File: src/rtl/load_store_unit_if.sv
// Request, response and RAM signals of the load/store unit, bundled so that
// the core, the LSU and the RAM share one set of nets.
//   req_*  : core -> LSU access request (valid/ready handshake)
//   rsp_*  : LSU -> core completion pulse with formatted load data / error flag
//   mem_*  : LSU <-> RAM byte-addressed word port (read strobe, write mask)
// Modports: slave = the LSU itself, master = the core/RAM side driving it.
interface load_store_unit_if #(
    parameter int XLEN = 32
);
    logic            req_valid;
    logic            req_ready;
    logic            req_we;
    logic [2:0]      req_funct3;
    logic [XLEN-1:0] req_addr;
    logic [XLEN-1:0] req_wdata;

    logic            rsp_valid;
    logic [XLEN-1:0] rsp_rdata;
    logic            rsp_err;

    logic [XLEN-1:0] mem_addr;
    logic            mem_rstrb;
    logic [XLEN-1:0] mem_rdata;
    logic [XLEN-1:0] mem_wdata;
    logic [3:0]      mem_wmask;

    modport slave (
        input  req_valid, req_we, req_funct3, req_addr, req_wdata, mem_rdata,
        output req_ready, rsp_valid, rsp_rdata, rsp_err,
               mem_addr, mem_rstrb, mem_wdata, mem_wmask
    );

    modport master (
        output req_valid, req_we, req_funct3, req_addr, req_wdata, mem_rdata,
        input  req_ready, rsp_valid, rsp_rdata, rsp_err,
               mem_addr, mem_rstrb, mem_wdata, mem_wmask
    );
endinterface

File: src/rtl/load_store_unit.sv
// RV32I load/store unit: takes one byte/half/word access at a time from the
// core, drives a one-cycle RAM strobe or byte-masked write, and returns a
// one-cycle response carrying the sign/zero-extended load data.
// Ports:
//   clk   - single clock, rising edge
//   reset - synchronous, active-high
//   bus   - load_store_unit_if.slave (req_*, rsp_*, mem_*)
// Optional feature: define LSU_MISALIGN_TRAP_EN to flag misaligned H/W
// accesses with rsp_err instead of silently aligning them.
//
// state | meaning
// IDLE  | req_ready high, waiting for a request
// ISSUE | mem_* strobes/mask presented to RAM for this single cycle
// WAIT  | RAM word on mem_rdata, formatted into rsp_rdata
// RESP  | rsp_valid pulse to the core
module load_store_unit #(
    parameter int XLEN = 32
) (
    input  logic                    clk,
    input  logic                    reset,
    load_store_unit_if.slave        bus
);
    typedef enum logic [1:0] {IDLE, ISSUE, WAIT, RESP} state_t;

    state_t          state;
    logic            we_q;
    logic [2:0]      funct3_q;
    logic [3:0]      st_mask;
    logic [XLEN-1:0] st_data;
    logic [7:0]      ld_byte;
    logic [15:0]     ld_half;
    logic [XLEN-1:0] ld_fmt;
    logic            mis_req;
    logic            mis_q;

    // Ready is dropped combinationally during reset so no handshake can
    // land on the same edge that resets the FSM.
    assign bus.req_ready = (state == IDLE) && !reset;

    // Store lane placement from the live request (registered on handshake).
    // funct3[1:0] = 11 falls into the word case; funct3[2] is irrelevant here.
    always_comb begin
        st_mask = 4'b1111;
        st_data = bus.req_wdata;
        case (bus.req_funct3[1:0])
            2'b00: begin
                st_mask = 4'b0001 << bus.req_addr[1:0];
                st_data = {4{bus.req_wdata[7:0]}};
            end
            2'b01: begin
                st_mask = bus.req_addr[1] ? 4'b1100 : 4'b0011;
                st_data = {2{bus.req_wdata[15:0]}};
            end
            default: ;
        endcase
    end

`ifdef LSU_MISALIGN_TRAP_EN
    always_comb begin
        mis_req = 1'b0;
        if (bus.req_funct3[1:0] == 2'b01)
            mis_req = bus.req_addr[0];
        else if (bus.req_funct3[1])
            mis_req = (bus.req_addr[1:0] != 2'b00);
    end
`else
    assign mis_req = 1'b0;
    assign mis_q   = 1'b0;
`endif

    // Load formatting uses the address still held on mem_addr from ISSUE.
    always_comb begin
        case (bus.mem_addr[1:0])
            2'd0:    ld_byte = bus.mem_rdata[7:0];
            2'd1:    ld_byte = bus.mem_rdata[15:8];
            2'd2:    ld_byte = bus.mem_rdata[23:16];
            default: ld_byte = bus.mem_rdata[31:24];
        endcase
        ld_half = bus.mem_addr[1] ? bus.mem_rdata[31:16] : bus.mem_rdata[15:0];
        case (funct3_q[1:0])
            2'b00:   ld_fmt = funct3_q[2] ? {24'b0, ld_byte} : {{24{ld_byte[7]}}, ld_byte};
            2'b01:   ld_fmt = funct3_q[2] ? {16'b0, ld_half} : {{16{ld_half[15]}}, ld_half};
            default: ld_fmt = bus.mem_rdata;
        endcase
    end

    always_ff @(posedge clk) begin
        if (reset) begin
            state         <= IDLE;
            we_q          <= 1'b0;
            funct3_q      <= 3'b000;
            bus.mem_addr  <= '0;
            bus.mem_wdata <= '0;
            bus.mem_rstrb <= 1'b0;
            bus.mem_wmask <= 4'b0000;
            bus.rsp_valid <= 1'b0;
            bus.rsp_rdata <= '0;
            bus.rsp_err   <= 1'b0;
`ifdef LSU_MISALIGN_TRAP_EN
            mis_q         <= 1'b0;
`endif
        end else begin
            bus.rsp_valid <= 1'b0;
            case (state)
                IDLE: begin
                    if (bus.req_valid) begin
                        we_q          <= bus.req_we;
                        funct3_q      <= bus.req_funct3;
                        bus.mem_addr  <= bus.req_addr;
                        bus.mem_wdata <= st_data;
                        bus.mem_rstrb <= !bus.req_we && !mis_req;
                        bus.mem_wmask <= (bus.req_we && !mis_req) ? st_mask : 4'b0000;
`ifdef LSU_MISALIGN_TRAP_EN
                        mis_q         <= mis_req;
`endif
                        state         <= ISSUE;
                    end
                end
                ISSUE: begin
                    bus.mem_rstrb <= 1'b0;
                    bus.mem_wmask <= 4'b0000;
                    // Stores and trapped accesses skip WAIT; no RAM data needed.
                    if (we_q || mis_q) begin
                        bus.rsp_valid <= 1'b1;
                        bus.rsp_rdata <= '0;
                        bus.rsp_err   <= mis_q;
                        state         <= RESP;
                    end else begin
                        state <= WAIT;
                    end
                end
                WAIT: begin
                    bus.rsp_valid <= 1'b1;
                    bus.rsp_rdata <= ld_fmt;
                    bus.rsp_err   <= 1'b0;
                    state         <= RESP;
                end
                default: begin
                    state <= IDLE;
                end
            endcase
        end
    end
endmodule

File: src/flat_wrapper.sv
// flat-port wrapper written by rule: the top's interface ports become plain ports
module load_store_unit_flat 
#(
    parameter int XLEN = 32
)
  (clk, reset, bus_req_valid, bus_req_we, bus_req_funct3, bus_req_addr, bus_req_wdata, bus_mem_rdata, bus_req_ready, bus_rsp_valid, bus_rsp_rdata, bus_rsp_err, bus_mem_addr, bus_mem_rstrb, bus_mem_wdata, bus_mem_wmask);
  load_store_unit_if #(.XLEN(XLEN)) bus_i ();
  input  logic clk;
  input  logic reset;
  input wire logic [$bits(bus_i.req_valid)-1:0] bus_req_valid;
  input wire logic [$bits(bus_i.req_we)-1:0] bus_req_we;
  input wire logic [$bits(bus_i.req_funct3)-1:0] bus_req_funct3;
  input wire logic [$bits(bus_i.req_addr)-1:0] bus_req_addr;
  input wire logic [$bits(bus_i.req_wdata)-1:0] bus_req_wdata;
  input wire logic [$bits(bus_i.mem_rdata)-1:0] bus_mem_rdata;
  output wire logic [$bits(bus_i.req_ready)-1:0] bus_req_ready;
  output wire logic [$bits(bus_i.rsp_valid)-1:0] bus_rsp_valid;
  output wire logic [$bits(bus_i.rsp_rdata)-1:0] bus_rsp_rdata;
  output wire logic [$bits(bus_i.rsp_err)-1:0] bus_rsp_err;
  output wire logic [$bits(bus_i.mem_addr)-1:0] bus_mem_addr;
  output wire logic [$bits(bus_i.mem_rstrb)-1:0] bus_mem_rstrb;
  output wire logic [$bits(bus_i.mem_wdata)-1:0] bus_mem_wdata;
  output wire logic [$bits(bus_i.mem_wmask)-1:0] bus_mem_wmask;
  assign bus_i.req_valid = bus_req_valid;
  assign bus_i.req_we = bus_req_we;
  assign bus_i.req_funct3 = bus_req_funct3;
  assign bus_i.req_addr = bus_req_addr;
  assign bus_i.req_wdata = bus_req_wdata;
  assign bus_i.mem_rdata = bus_mem_rdata;
  assign bus_req_ready = bus_i.req_ready;
  assign bus_rsp_valid = bus_i.rsp_valid;
  assign bus_rsp_rdata = bus_i.rsp_rdata;
  assign bus_rsp_err = bus_i.rsp_err;
  assign bus_mem_addr = bus_i.mem_addr;
  assign bus_mem_rstrb = bus_i.mem_rstrb;
  assign bus_mem_wdata = bus_i.mem_wdata;
  assign bus_mem_wmask = bus_i.mem_wmask;
  load_store_unit #(.XLEN(XLEN)) u_core (.clk(clk), .reset(reset), .bus(bus_i));
endmodule
File: config.mk
export PLATFORM = sky130hd
export DESIGN_NAME = load_store_unit_flat
export DESIGN_NICKNAME = d
export VERILOG_FILES = /design/src/rtl/load_store_unit_if.sv /design/src/rtl/load_store_unit.sv /design/src/flat_wrapper.sv
export SDC_FILE = /design/constraint.sdc
export NUM_CORES = 1
export LEC_CHECK = 0
export ABC_CLOCK_PERIOD_IN_PS = 5300
export CAP_MARGIN = 10
export CORE_MARGIN = 4
export CORE_UTILIZATION = 45
export CTS_CLUSTER_DIAMETER = 80
export DETAILED_ROUTE_END_ITERATION = 12
export PLACE_DENSITY = 0.93
export SYNTH_ARGS = -nofsm -noshare
export SYNTH_HDL_FRONTEND = slang
export SYNTH_SLANG_ARGS = --single-unit
File: constraint.sdc
create_clock -name clk -period 5.3 [get_ports clk]
set_clock_uncertainty 0.1 [all_clocks]
set_input_delay 0.53 -clock clk [delete_from_list [all_inputs] [get_ports clk]]
set_output_delay 0.53 -clock clk [all_outputs]
set_load 0.01 [all_outputs]
# ---- After elaboration in Yosys (flattened, before gate mapping)
# Cells that the tools add are included.
dict set report word_totals {
  romBits 0
  memories 0
  in_bits 103
  mem_bits_rw 0
  register_bits 109
  latch_bits 0
  word_cells 53
}
dict set report classes {
  n_mul 0
  muxes 22
  div 0
  n_reduce_logical 12
  magnitude_cmp 0
  n_bitwise 0
  eq_ne 8
  shift 1
  add_sub_neg 0
}
# operator count
set op_table {}
lappend op_table {{32-bit case mux with 2 select lines} 3}
lappend op_table {{32-bit two-way mux} 3}
lappend op_table {{8-bit case mux with 3 select lines} 1}
lappend op_table {{16-bit two-way mux} 1}
lappend op_table {{4-bit case mux with 2 select lines} 2}
lappend op_table {{4-bit two-way mux} 3}
lappend op_table {{2-bit by 1-bit equality test with 1-bit output, second input constant} 4}
lappend op_table {{2-bit zero test} 4}
lappend op_table {{1-bit case mux with 2 select lines} 3}
lappend op_table {{2-bit case mux with 3 select lines} 1}
lappend op_table {{2-bit AND reduction} 3}
lappend op_table {{2-bit equality test, second input constant} 2}
lappend op_table {{1-bit two-way mux} 4}
lappend op_table {{2-bit nonzero test} 2}
lappend op_table {{1-bit by 2-bit << shifter with 4-bit output, first input constant} 1}
lappend op_table {{1-bit zero test} 2}
lappend op_table {{2-bit two-way mux} 1}
lappend op_table {{2-bit by 1-bit != test with 1-bit output, second input constant} 1}
lappend op_table {{2-bit != test, second input constant} 1}
lappend op_table {{1-bit logical AND} 1}

# ---- Logic depth before layout (Yosys ltp)
# Gate-level depths: netlist of the first run.
dict set report logic_depth {
  ltp_word 5
  ltp_mapped 8
  ltp_nobuf 6
}

# ---- Worst setup path after synthesis of the first run
# OpenSTA, ideal clock, no wires.
dict set report synth_path {
  path_type {input-to-output}
  from {input reset}
  to {output bus_req_ready}
  path_stages 3
  path_buffers 2
  arrival_ns 1.108
  required_ns 4.670
  setup_slack_ns 3.562
  path_cell_list {clkbuf_1 > clkbuf_1 > nor2b_1}
}
dict set report synth_via {
  elab_chain_cells 2
}
# element line
set synth_lines {}
lappend synth_lines {{from (decl)} flat_wrapper.sv:9} ;# input logic reset;
lappend synth_lines {{1-bit zero test} load_store_unit.sv:38} ;# assign bus.req_ready = (state == IDLE) && !reset;
lappend synth_lines {{1-bit logical AND} load_store_unit.sv:38}
lappend synth_lines {{to (decl)} flat_wrapper.sv:16} ;# output wire logic [$bits(bus_i.req_ready)-1:0] bus_req_ready;
# No other way between the ends.

# ---- Worst setup path after layout of the first run
# Same ends and word-level chain as after synthesis.

==> impl_metrics.json, run 1 <==
{
  "synthesis.nets": 682,
  "required_ns": 4.67,
  "grtUsageMet1": 0.2889,
  "num_io_pins": 207,
  "routabilityCongestion": 0.8925,
  "fin_crit_ns": 2.583,
  "ys_seq_area_frac": 0.4635,
  "chipHeight_um": 109.8,
  "first_pass_iters": 6,
  "grt_max_degree": 99,
  "synth.ff_latch_count": 108,
  "end_kind": "primary output",
  "core_um2": 9955,
  "clock_sinks": 108,
  "tritoncts": "yes",
  "critPathLaunchType": "input pin",
  "synth_area_um2": 4664,
  "tns_ns": 0,
  "grt.busiest_layer": "met2",
  "grt.total_usage": 0.2471,
  "io_buffers": 205,
  "ctsHtreeMaxLevel": 3,
  "final_hold_viol_count": 0,
  "grt_pass1_vias": 4851,
  "vias": 4893,
  "nets": 854,
  "cp_max_fo": 98,
  "setup_viol": 0,
  "dp_hpwl_mm": 11.44,
  "die-area_um2": 12060,
  "outcome": "finished clean",
  "grt_use_met3": 0.05402,
  "crit_type": "in2out",
  "multi_input_area_um2": 2277,
  "p_per_area_nw_per_um2": 320.0,
  "fin_area_um2": 6885,
  "hold_path_class": "reg2reg",
  "clk_path_buf_depth": 2,
  "leakagePower_uw": 0.002503,
  "place_area_um2": 6700,
  "yosysWarningCount": 0,
  "cts_root_buf": "clkbuf_8",
  "rsz0062_at_grt": "no",
  "regArea_um2": 2162,
  "cp.arrival_ns": 1.95,
  "maxSlewHeadroom": 0.3036,
  "critPathBufInv": 2,
  "drtIter0Drc": 309,
  "maxSlewViolCount": 0,
  "path_cells": "buf_4, nor2b_1, clkdlybuf4s50_1",
  "post_cts_buffers": 0,
  "postRouteAntennaNets": 0,
  "synth_edf_count": 0,
  "clk_pin_slew_ns": 0.10,
  "drive_gt1_frac": 0.03457,
  "wl_per_cell_um": 17.35,
  "rows": 36,
  "drc_errors": 0,
  "grt_pass1_wl_mm": 23.60,
  "clkLatencyLatePin_ns": 0.36,
  "avgSynthCellArea_um2": 8.112,
  "critPathMaxStageDelay_ns": 0.74,
  "grt_antenna_before_repair": 0,
  "diodes": 0,
  "die_w_um": 109.8,
  "max_freq_mhz": 387.2,
  "period_share": 0.4873,
  "fillers": 803,
  "crit_path_top_delay_cell": "buf_4",
  "vias_per_cell": 5.529,
  "start_util": 0.4686,
  "vdd_drop_max_v": 0.0002429,
  "area_delta_synth_final_pct": 47.61,
  "worstMarginPinSlew_ns": 1.043,
  "grt_overflow": 0,
  "ys_dominant_reg_cell": "dfxtp_1",
  "synthCells": 575,
  "wl_mm": 15.35,
  "numCtsBuffers": 9,
  "async_flop_share": 0,
  "yosysUniqueCellTypes": 36,
  "gr-usage-met2": 0.4307,
  "cts.repair.resized": 0,
  "cp_top_family": "buffers and inverters",
  "maxCapViolCount": 0,
  "postCtsHoldBufs": 0
}
==> worst min-delay path, cell delays in order, from the launching register on <==
cell     delay [ns]
dfxtp_1        0.32
nand2_1        0.05
nand2_1        0.04
==> cell type report <==
type / count / share of cell area
clock buffers: 10 / 0.01999
clock inverters: 6 / 0.006905
inverters: 6 / 0.003271
flip-flops and latches: 108 / 0.3140
repair buffers: 208 / 0.3009
multi-input cells: 414 / 0.3307
well taps: 133 / 0.02417
==> power breakdown <==
part           internal, uW  switching [uW]
Sequential              919            74.1
Combinational           363             375
Clock                   188             285
Total                  1470             734
==> state kept, by name, summed over array words and instances, names as in the netlist <==
name	cells
u_core.bus.mem_addr	32
u_core.bus.mem_rstrb	1
u_core.bus.mem_wdata	32
u_core.bus.mem_wmask	4
u_core.bus.rsp_rdata	32
u_core.bus.rsp_valid	1
u_core.funct3_q	3
u_core.state	2
u_core.we_q	1
==> per-layer routing <==
layer	vias up	share of wire
met5	-	0
met4	0	0.033
met3	39	0.087
met2	243	0.50
met1	2283	0.38
li1	2328	-
==> worst paths after layout <==
kind	startpoint	to	cells after the start	slack [ns]
worst max-delay path	reset	bus_req_ready	3	2.72
worst min-delay path	u_core.bus.rsp_rdata[10]$_SDFFE_PP0P_	u_core.bus.rsp_rdata[10]$_SDFFE_PP0P_	2	0.35
worst max register to register	u_core.state[1]$_SDFFE_PP0P_	u_core.bus.rsp_rdata[2]$_SDFFE_PP0P_	7	2.75
worst min register to register	u_core.bus.rsp_rdata[10]$_SDFFE_PP0P_	u_core.bus.rsp_rdata[10]$_SDFFE_PP0P_	2	0.35
==> synthesized netlist by cell type (2+ instances only) <==
cell type / count / area, um^2
inv_1: 6 / 22.52
mux4_2: 2 / 45.04
a22o_1: 3 / 26.28
nor3_1: 4 / 20.02
a22oi_1: 17 / 127.6
nand2b_1: 6 / 37.54
a311oi_1: 14 / 122.6
ha_1: 4 / 50.05
buf_2: 17 / 85.08
buf_4: 2 / 15.01
nor3b_1: 3 / 22.52
a211oi_1: 9 / 67.56
nor2b_1: 12 / 75.07
buf_1: 5 / 18.77
nor2_1: 28 / 105.1
o21ai_0: 23 / 115.1
and2_1: 2 / 12.51
o221ai_1: 6 / 52.55
a21oi_1: 84 / 420.4
nand2_1: 150 / 563.0
dfxtp_1: 108 / 2162
or3_1: 6 / 37.54
mux2i_1: 24 / 240.2
a21o_1: 2 / 15.01
o31ai_1: 6 / 45.04
clkbuf_1: 22 / 82.58
==> through the flow <==
| step | hold slack (ns) | total power (uW) | setup slack, ns | cells | util |
|---|---|---|---|---|---|
| floorplan | 0.3501 | 1375 | 3.562 | 575 | - |
| global placement | 0.3344 | 1711 | 2.654 | 869 | 0.6731 |
| detailed placement | 0.3422 | 1746 | 2.493 | 869 | 0.6731 |
| CTS | 0.3574 | 2215 | 2.761 | 885 | 0.6917 |
| global route | 0.3808 | 2331 | 2.469 | 885 | 0.6917 |
| finish | 0.3545 | 2204 | 2.717 | 885 | 0.6917 |
==> kinds of logic after synthesis <==
logic type / share of synthesized area
AND/OR/NAND/NOR: 0.1955
AO/OA/AOI/OAI: 0.2167
buffers and inverters: 0.04909
adder cells (fa/ha/maj): 0.01073
multiplexers: 0.06357
flip-flops: 0.4635
other: 0.0008039
==> cell usage in the layout, fill, tap and decap left out, types with 2 or more instances in the layout <==
cell / count
o31ai_1: 6
buf_4: 4
nand2b_1: 6
o21ai_0: 23
clkinv_4: 2
nor2b_1: 12
clkbuf_8: 10
a211oi_1: 9
ha_1: 4
a22o_1: 3
a21o_1: 2
inv_6: 2
nor3b_1: 3
nor3_1: 4
a21oi_1: 84
o221ai_1: 6
a22oi_1: 17
or3_1: 6
mux4_2: 2
clkdlybuf4s50_1: 204
dfxtp_1: 108
nand2_1: 149
a311oi_1: 14
mux2i_1: 24
inv_1: 6
nor2_1: 28
Power figures use the tool's default switching activity.
==> inputs of run 2 (changes only) <==
ABC_CLOCK_PERIOD_IN_PS = 2600   (was 5300)
CORE_UTILIZATION = 42   (was 45)
PLACE_DENSITY = 0.88   (was 0.93)
clock period = 2.6 ns   (was 5.3 ns; I/O delays follow)
==> impl_metrics.json, run 2 (synthesized netlist as in run 1, its figures left out) <==
{
  "core_um2": 10840,
  "clock_sinks": 108,
  "r2r_cells": 6,
  "chipHeight_um": 113.4,
  "io_buffers": 205,
  "num_io_pins": 207,
  "leakagePower_uw": 0.002557,
  "holdPathEnd": "u_core.bus.mem_addr[31]$_SDFFE_PP0P_",
  "vdd_drop_max_v": 0.0003475,
  "p_seq_frac": 0.444,
  "layout_common_cells": "clkdlybuf4s50_1, nand2_1, dfxtp_1",
  "switching_share": 0.3266,
  "r2r_slack_ns": 0.62,
  "hold_path_class": "in2reg",
  "wl_mm": 15.12,
  "required_ns": 2.24,
  "numCtsBuffers": 9,
  "setup_viol": 0,
  "drive_gt1_frac": 0.04593,
  "grt_pass1_wl_mm": 23.82,
  "max_freq_mhz": 462.3,
  "grt_pass1_vias": 4671,
  "placed_cells": 886,
  "clkLatencyLatePin_ns": 0.35,
  "worstMarginPinSlew_ns": 0.6132,
  "diodes": 0,
  "layout_commonest_cell": "clkdlybuf4s50_1",
  "maxSlewHeadroom": 0.5903,
  "hp-start": "reset",
  "cts.repair.resized": 0,
  "clk_pin_slew_ns": 0.11,
  "die_w_um": 113.4,
  "routabilityCongestion": 0.9221,
  "post_cts_buffers": 0,
  "stdcell_count": 902,
  "pwr-share-comb": 0.341,
  "cp.arrival_ns": 1.80,
  "tritoncts": "yes",
  "power.internal_uw": 3061,
  "dp_hpwl_mm": 11.51,
  "drc_errors": 0,
  "drtIter0Drc": 282,
  "p_sw_uw": 1485,
  "cp_max_fo": 7,
  "crit_type": "reg2out",
  "final_hold_viol_count": 0,
  "maxCapViolCount": 0,
  "first_pass_iters": 7,
  "min_path_cells": 2,
  "pwr-share-clk": 0.216,
  "die-area_um2": 12860,
  "rows": 38,
  "cts_root_buf": "clkbuf_8",
  "area_delta_synth_final_pct": 50.00,
  "postCtsHoldBufs": 0,
  "vias": 4830,
  "final_util": 0.6454,
  "rsz0062_at_grt": "no",
  "rr_startpoint": "u_core.state[0]$_SDFFE_PP0P_",
  "grt_overflow": 0,
  "wl_per_cell_um": 16.76,
  "grt_antenna_before_repair": 0,
  "clk_path_buf_depth": 2,
  "vias_per_cell": 5.355,
  "grt_max_degree": 57,
  "setup_slack_ns": 0.4370,
  "period_share": 0.8319,
  "maxSlewViolCount": 0,
  "p_per_area_nw_per_um2": 649.7,
  "outcome": "finished clean",
  "tns_ns": 0,
  "ctsHtreeMaxLevel": 3,
  "postRouteAntennaNets": 0,
  "start_util": 0.4303,
  "fin_crit_ns": 2.163,
  "pre_cts_ws_ns": 0.4523,
  "grt.total_usage": 0.2278,
  "nets": 864,
  "end_kind": "primary output",
  "critPathLaunchType": "flop",
  "rr_endpoint": "u_core.bus.mem_wmask[3]$_SDFFE_PP0P_",
  "reg.largest.list": "u_core.bus.mem_addr: 32 flops, u_core.bus.mem_wdata: 32 flops, u_core.bus.rsp_rdata: 32 flops"
}
[run 2: cell types whose count changed in the layout (fill, tap and decap cells not counted)]
cell	previous run	this run
clkinvlp_4	1	2
buf_4	4	12
clkinv_4	2	1
buf_12	0	2
inv_6	2	1
clkinv_2	1	0
clkbuf_1	0	1
clkbuf_8	10	11
[run 2: worst max path at each step]
stage / from / endpoint / slack (ns) / cells after the start
3_3_place_gp: bus_mem_rdata[15] / u_core.bus.rsp_rdata[9]$_SDFFE_PP0P_ / 0.60 / 5
6_report: u_core.state[0]$_SDFFE_PP0P_ / bus_req_ready / 0.44 / 4
5_1_grt: u_core.state[1]$_SDFFE_PP0P_ / bus_req_ready / 0.28 / 4
4_1_cts: u_core.state[0]$_SDFFE_PP0P_ / bus_req_ready / 0.41 / 4
2_1_floorplan: u_core.state[1]$_SDFFE_PP0P_ / u_core.bus.rsp_rdata[2]$_SDFFE_PP0P_ / 0.90 / 7
3_5_place_dp: bus_req_funct3[0] / u_core.bus.mem_wdata[8]$_SDFFE_PP0P_ / 0.45 / 4
[run 2: layer usage]
layer | up-vias | share of wire | track usage
met5 | - | 0 | 0
met4 | 0 | 0.041 | 0.1178
met3 | 43 | 0.088 | 0.05836
met2 | 245 | 0.48 | 0.3748
met1 | 2192 | 0.39 | 0.2754
li1 | 2350 | - | -
[run 2: stage by stage]
step	total power (uW)	hold WS, ns	cell area (um^2)
6_report	4546	0.2906	6997
5_1_grt	4799	0.3000	6997
4_1_cts	4587	0.2705	6997
3_5_place_dp	3607	0.3370	6809
3_3_place_gp	3560	0.3380	6809
2_1_floorplan	2803	0.2960	4664
[run 2: cell type report]
type                            instances  area (um^2)
Clock buffer                           12        155.1
Clock inverter                          4        32.53
Fill cell                             940         3844
Inverter                                6        22.52
Multi-Input combinational cell        414         2277
Sequential cell                       108         2162
Tap cell                              140        175.2
Timing Repair Buffer                  218         2172
[run 2: power groups by stage]
stage | clock [uW] | combinational [uW] | sequential, uW
global route | 1070 | 1690 | 2050
floorplan | 0 | 687 | 2120
finish | 981 | 1550 | 2020
global placement | 0 | 1520 | 2040
CTS | 1010 | 1560 | 2020
detailed placement | 0 | 1550 | 2050
[run 2: critical path, stage by stage (launching register included)]
cell             delay [ns]
dfxtp_1                0.35
inv_1                  0.09
ha_1                   0.28
nor2b_1                0.16
clkdlybuf4s50_1        0.58
==> variant 1 (config.mk and constraints of run 2) <==
The option `LSU_MISALIGN_TRAP_EN` is turned on by a define.
--- a/src/rtl/load_store_unit.sv
+++ b/src/rtl/load_store_unit.sv
@@ -15,2 +15,4 @@
 // RESP  | rsp_valid pulse to the core
+`define LSU_MISALIGN_TRAP_EN
+
 module load_store_unit #(
Behaviour: not the same (Yosys sat finds a counterexample within 4 cycles, from zero or initial values and one cycle with reset high).
==> variant 1 against run 2 <==
Clock power increased by 42%. Power grew 16%. Sequential share of layout area is 0.51 points lower. Synthesized area increased by 2.7%. Die area is 2.5% higher. Routed wire length rose by 4.8%. Critical path depth stayed put. Worst hold slack improved by 0.036 ns. Worst setup slack got worse by 0.034 ns. Cell area grew 3.6%. Sequential cell count is 2 higher. Via count is 4.2% higher. Combinational power up 15%. Critical path type unchanged. Highest routed layer unchanged.
==> variant 1: results (changes against run 2) <==
DR iter-0 viols: 341 (was 282)
sequential share of the synthesized area: 0.460 (was 0.464)
DP HPWL: 12000 µm (was 11500 µm)
Commonest cells post-synth: nand2_1, dfxtp_1, a21oi_1, nor2_1, clkbuf_1 (was nand2_1, dfxtp_1, a21oi_1, nor2_1, mux2i_1)
Reg clk slew, reported paths: 0.07 ns (was 0.11 ns)
Synth Warn #: 0 (unchanged)
launch point of the worst hold path: reset (unchanged)
largest net degree at the start of global routing: 65 (was 57)
Worst Setup SP: u_core.state[0]$_SDFFE_PP0P_ (unchanged)
Congestion Overflow GR: 0 (unchanged)
Syn Nets: 689 (was 682)
placer congestion estimate: 0.956 (was 0.922)
antenna violations before repair: 0 (unchanged)
Worst Hold Slack: 0.327 ns (was 0.291 ns)
# resized after CTS: 0 (unchanged)
clk_lat worst skew: 0.34 ns
Tightest Pin Transition: 0.667 ns (was 0.613 ns)
flop-to-flop setup slack: 0.42 ns (was 0.62 ns)
clk root buf: clkbuf_16 (was clkbuf_8)
placed cells: 895 (was 886)
maximum VDD drop: 0.367 mV (was 0.348 mV)
Hold Crit Class: in2reg (unchanged)
outcome: finished, final reports clean (unchanged)
EDFF count, synth: 0 (unchanged)
Placed Area: 0.00695 mm² (was 0.00681 mm²)
vias: 5032 (was 4830)
arrival time at the worst endpoint: 1.84 ns (was 1.80 ns)
Area contributors post-synth: dfxtp_1, nand2_1, a21oi_1 (unchanged)
Yosys cell types: 42 (was 36)
biggest registers after layout: u_core.bus.mem_addr x32, u_core.bus.mem_wdata x32, u_core.bus.rsp_rdata x32 (unchanged)
layout net count: 873 (was 864)
share of cells above drive strength 1: 0.0571 (was 0.0459)
IO Port Bufs: 206 (was 205)
router iterations before antenna repair: 5 (was 7)
Primary FF master, synth: dfxtp_1 (unchanged)
Hold-fix buffers, CTS: 0 (unchanged)
Mapped Avg Cell Area: 8.23 µm² (was 8.11 µm²)
WL final: 15800 µm (was 15100 µm)
most frequent cell after synthesis: nand2_1 (unchanged)
first-pass GRT wire length: 24700 µm (was 23800 µm)
non-filler cells in the finished layout: 911 (was 902)
FF-to-FF Start: u_core.state[1]$_SDFFE_PP0P_ (was u_core.state[0]$_SDFFE_PP0P_)
Net Sw Frac: 0.326 (was 0.327)
crit path max fanout: 7 (unchanged)
Leak: 2.64 nW (was 2.56 nW)
GRT Resource Usage Total: 0.233 (was 0.228)
[variant 1: changes by cell type after synthesis, sizes merged, moves of 7 or more]
cell | before | now
a22oi | 17 | 0
a32o | 0 | 8
nand2b | 6 | 13
nor2b | 12 | 3
o211ai | 0 | 8
o2bb2ai | 0 | 17
[variant 1: worst register-to-register path, delay by kind of cell (launching register included)]
kind            cells  cell delay, ns
simple gates        2            0.56
compound gates      2            0.41
buf+inv             2            0.37
flops               1            0.34
fa+ha+maj           1            0.28
[variant 1: per-stage QoR]
stage | utilization | setup slack [ns]
after floorplan | - | 0.731
after global placement | 0.632 | 0.523
after detailed placement | 0.632 | 0.406
after CTS | 0.660 | 0.387
after global routing | 0.660 | 0.300
final | 0.660 | 0.403
[variant 1: layout make-up]
class / count / area (µm²)
Clock inverter: 7 / 75.1
Multi-Input combinational cell: 420 / 2370
Tap cell: 140 / 175
Timing Repair Buffer: 219 / 2180
Inverter: 6 / 22.5
Sequential cell: 110 / 2200
Clock buffer: 9 / 225
Fill cell: 876 / 3740
[variant 1: logic make-up (layout without fill, tap and decap cells)]
| kind of cell | Yosys count | in the layout | synth area share |
|---|---|---|---|
| AOI/OAI and AO/OA | 176 | 176 | 0.235 |
| adders and majority gates | 4 | 4 | 0.0104 |
| buffers and inverters | 52 | 241 | 0.0470 |
| DFF | 110 | 110 | 0.460 |
| muxes | 26 | 26 | 0.0562 |
| and+or+nand+nor | 214 | 214 | 0.192 |
[variant 1: path summary, 6_finish.rpt]
path,to,cells past startpoint
hold reg to reg,u_core.bus.mem_wdata[7]$_SDFFE_PP0P_,2
hold / removal,u_core.funct3_q[0]$_SDFFE_PP0P_,2
setup / recovery,bus_req_ready,4
setup reg to reg,u_core.bus.rsp_rdata[25]$_SDFFE_PP0P_,7
[variant 1: routing by layer]
layer | share of wire | vias to the layer above | global-route usage | routed length (µm)
met5 | 0 | - | 0 | 0
met4 | 0.022 | 0 | 0.0939 | 344
met3 | 0.13 | 28 | 0.0889 | 2110
met2 | 0.48 | 272 | 0.399 | 7620
met1 | 0.36 | 2332 | 0.262 | 5750
li1 | - | 2400 | - | -
[variant 1: power groups by stage]
stage | Combinational [W] | Sequential [W] | Clock, W
2_1_floorplan | 0.000841 | 0.00219 | 0
3_5_place_dp | 0.00177 | 0.00213 | 0
3_3_place_gp | 0.00172 | 0.00212 | 0
5_1_grt | 0.00194 | 0.00213 | 0.00148
4_1_cts | 0.00178 | 0.00209 | 0.00142
6_report | 0.00178 | 0.00209 | 0.00139
==> variant 2 (flow settings as in run 2) <==
Made on the original files. Re-encode `state_t` (4 states) as one-hot, 4 bits wide.
--- a/src/rtl/load_store_unit.sv
+++ b/src/rtl/load_store_unit.sv
@@ -22,3 +22,3 @@
 );
-    typedef enum logic [1:0] {IDLE, ISSUE, WAIT, RESP} state_t;
+    typedef enum logic [3:0] {IDLE = 4'b0001, ISSUE = 4'b0010, WAIT = 4'b0100, RESP = 4'b1000} state_t;
 
Function: no difference found for any inputs over 10 cycles, from zero or initial values and one cycle with reset high; not proved beyond that.
==> variant 2 against run 2 <==
Critical path type unchanged. Via count grew 1.9%. Cell count is 1.9% higher. Worst setup slack worse by 0.11 ns. First-iteration DRC count up 72%. Critical path depth shrank 1. Core utilization rose by 1.6 points. Cell area grew 3.4%. Synthesized area up 1.9%. Power is 8.7% lower. Sequential cell count rose by 2. Routed wire length grew 2.5%. Count of clock-buffer cells in the layout rose by 1. Non-clock buffer count up 3. Combinational power is 44% lower.
==> variant 2: results (changes against run 2) <==
worst slack at placement: 0.454 ns (was 0.452 ns)
Worst Hold Slack: 0.134 ns (was 0.291 ns)
outcome: finished, final reports clean (unchanged)
crit path max fanout: 6 (was 7)
Worst Hold Path EP: u_core.state[2]$_SDFFE_PP0P_ (was u_core.bus.mem_addr[31]$_SDFFE_PP0P_)
placer congestion estimate: 0.883 (was 0.922)
relative slew slack: 0.512 (was 0.590)
Leak: 2.73 nW (was 2.56 nW)
Commonest cells post-synth: nand2_1, dfxtp_1, a21oi_1, clkbuf_1, o21ai_0 (was nand2_1, dfxtp_1, a21oi_1, nor2_1, mux2i_1)
Fillers: 863 (was 940)
Area contributors post-synth: dfxtp_1, nand2_1, a21oi_1 (unchanged)
register bit count reported by yosys: 110 (was 108)
clk root buf: clkbuf_16 (was clkbuf_8)
nonclk buf count: 221 (was 218)
inverters: 9 (was 6)
Non-clock buffering overhead: 0.305 (was 0.310)
Seq. cell area: 0.00220 mm² (was 0.00216 mm²)
cells on worst reg2reg path: 5 (was 6)
flop-to-flop setup slack: 0.53 ns (was 0.62 ns)
WL met1: 6040 µm (was 5910 µm)
largest net degree at the start of global routing: 72 (was 57)
GRT Resource Usage Total: 0.234 (was 0.228)
reg2reg end: u_core.bus.rsp_rdata[14]$_SDFFE_PP0P_ (was u_core.bus.mem_wmask[3]$_SDFFE_PP0P_)
DP HPWL: 11700 µm (was 11500 µm)
maximum VDD drop: 0.338 mV (was 0.348 mV)
number of vias per cell: 5.35 (about the same)
wire length on met2: 7370 µm (was 7260 µm)
Reg clk slew, reported paths: 0.07 ns (was 0.11 ns)
CLK BUF: 13 (was 12)
multi-input logic area: 0.00230 mm² (was 0.00228 mm²)
arrival time at the worst endpoint: 1.91 ns (was 1.80 ns)
Syn Nets: 695 (was 682)
sequential share of the synthesized area: 0.464 (about the same)
layout net count: 877 (was 864)
==> variant 2: worst max path at each step <==
| stage | startpoint | end | slack (ns) | depth (start not counted) |
|---|---|---|---|---|
| floorplan | u_core.bus.mem_addr[1]$_SDFFE_PP0P_ | u_core.bus.rsp_rdata[14]$_SDFFE_PP0P_ | 0.78 | 6 |
| global placement | bus_mem_rdata[23] | u_core.bus.rsp_rdata[14]$_SDFFE_PP0P_ | 0.55 | 5 |
| detailed placement | bus_req_valid | u_core.bus.mem_wdata[8]$_SDFFE_PP0P_ | 0.45 | 5 |
| CTS | u_core.state[3]$_SDFFE_PP0P_ | bus_req_ready | 0.25 | 3 |
| global route | u_core.state[3]$_SDFFE_PP0P_ | bus_req_ready | 0.18 | 3 |
| finish | u_core.state[3]$_SDFFE_PP0P_ | bus_req_ready | 0.33 | 3 |
==> variant 2: per-layer routing <==
metal  vias up  track usage
met5         -            0
met2       261        0.401
met4         0       0.0839
met3        25       0.0825
li1       2387            -
met1      2248        0.271
==> variant 2: report_power, final <==
group | switching [W] | total (W) | internal, W
sequential | 0.0000670 | 0.00185 | 0.00178
clock | 0.000587 | 0.00144 | 0.000849
combinational | 0.000416 | 0.000866 | 0.000449
total | 0.00107 | 0.00415 | 0.00308
==> variant 2: per-stage QoR <==
step	util	power [W]	cell area, µm²	std cells
6_report	0.661	0.00415	7230	919
5_1_grt	0.661	0.00434	7230	919
4_1_cts	0.661	0.00419	7230	919
3_5_place_dp	0.632	0.00274	6910	903
3_3_place_gp	0.632	0.00273	6910	903
2_1_floorplan	-	0.00228	4750	592
==> variant 2: cells by family after synthesis <==
logic type / synth area share
and+or+nand+nor: 0.192
AOI/OAI and AO/OA: 0.216
DFF: 0.464
buffers and inverters: 0.0535
muxes: 0.0740
other: 0.000789
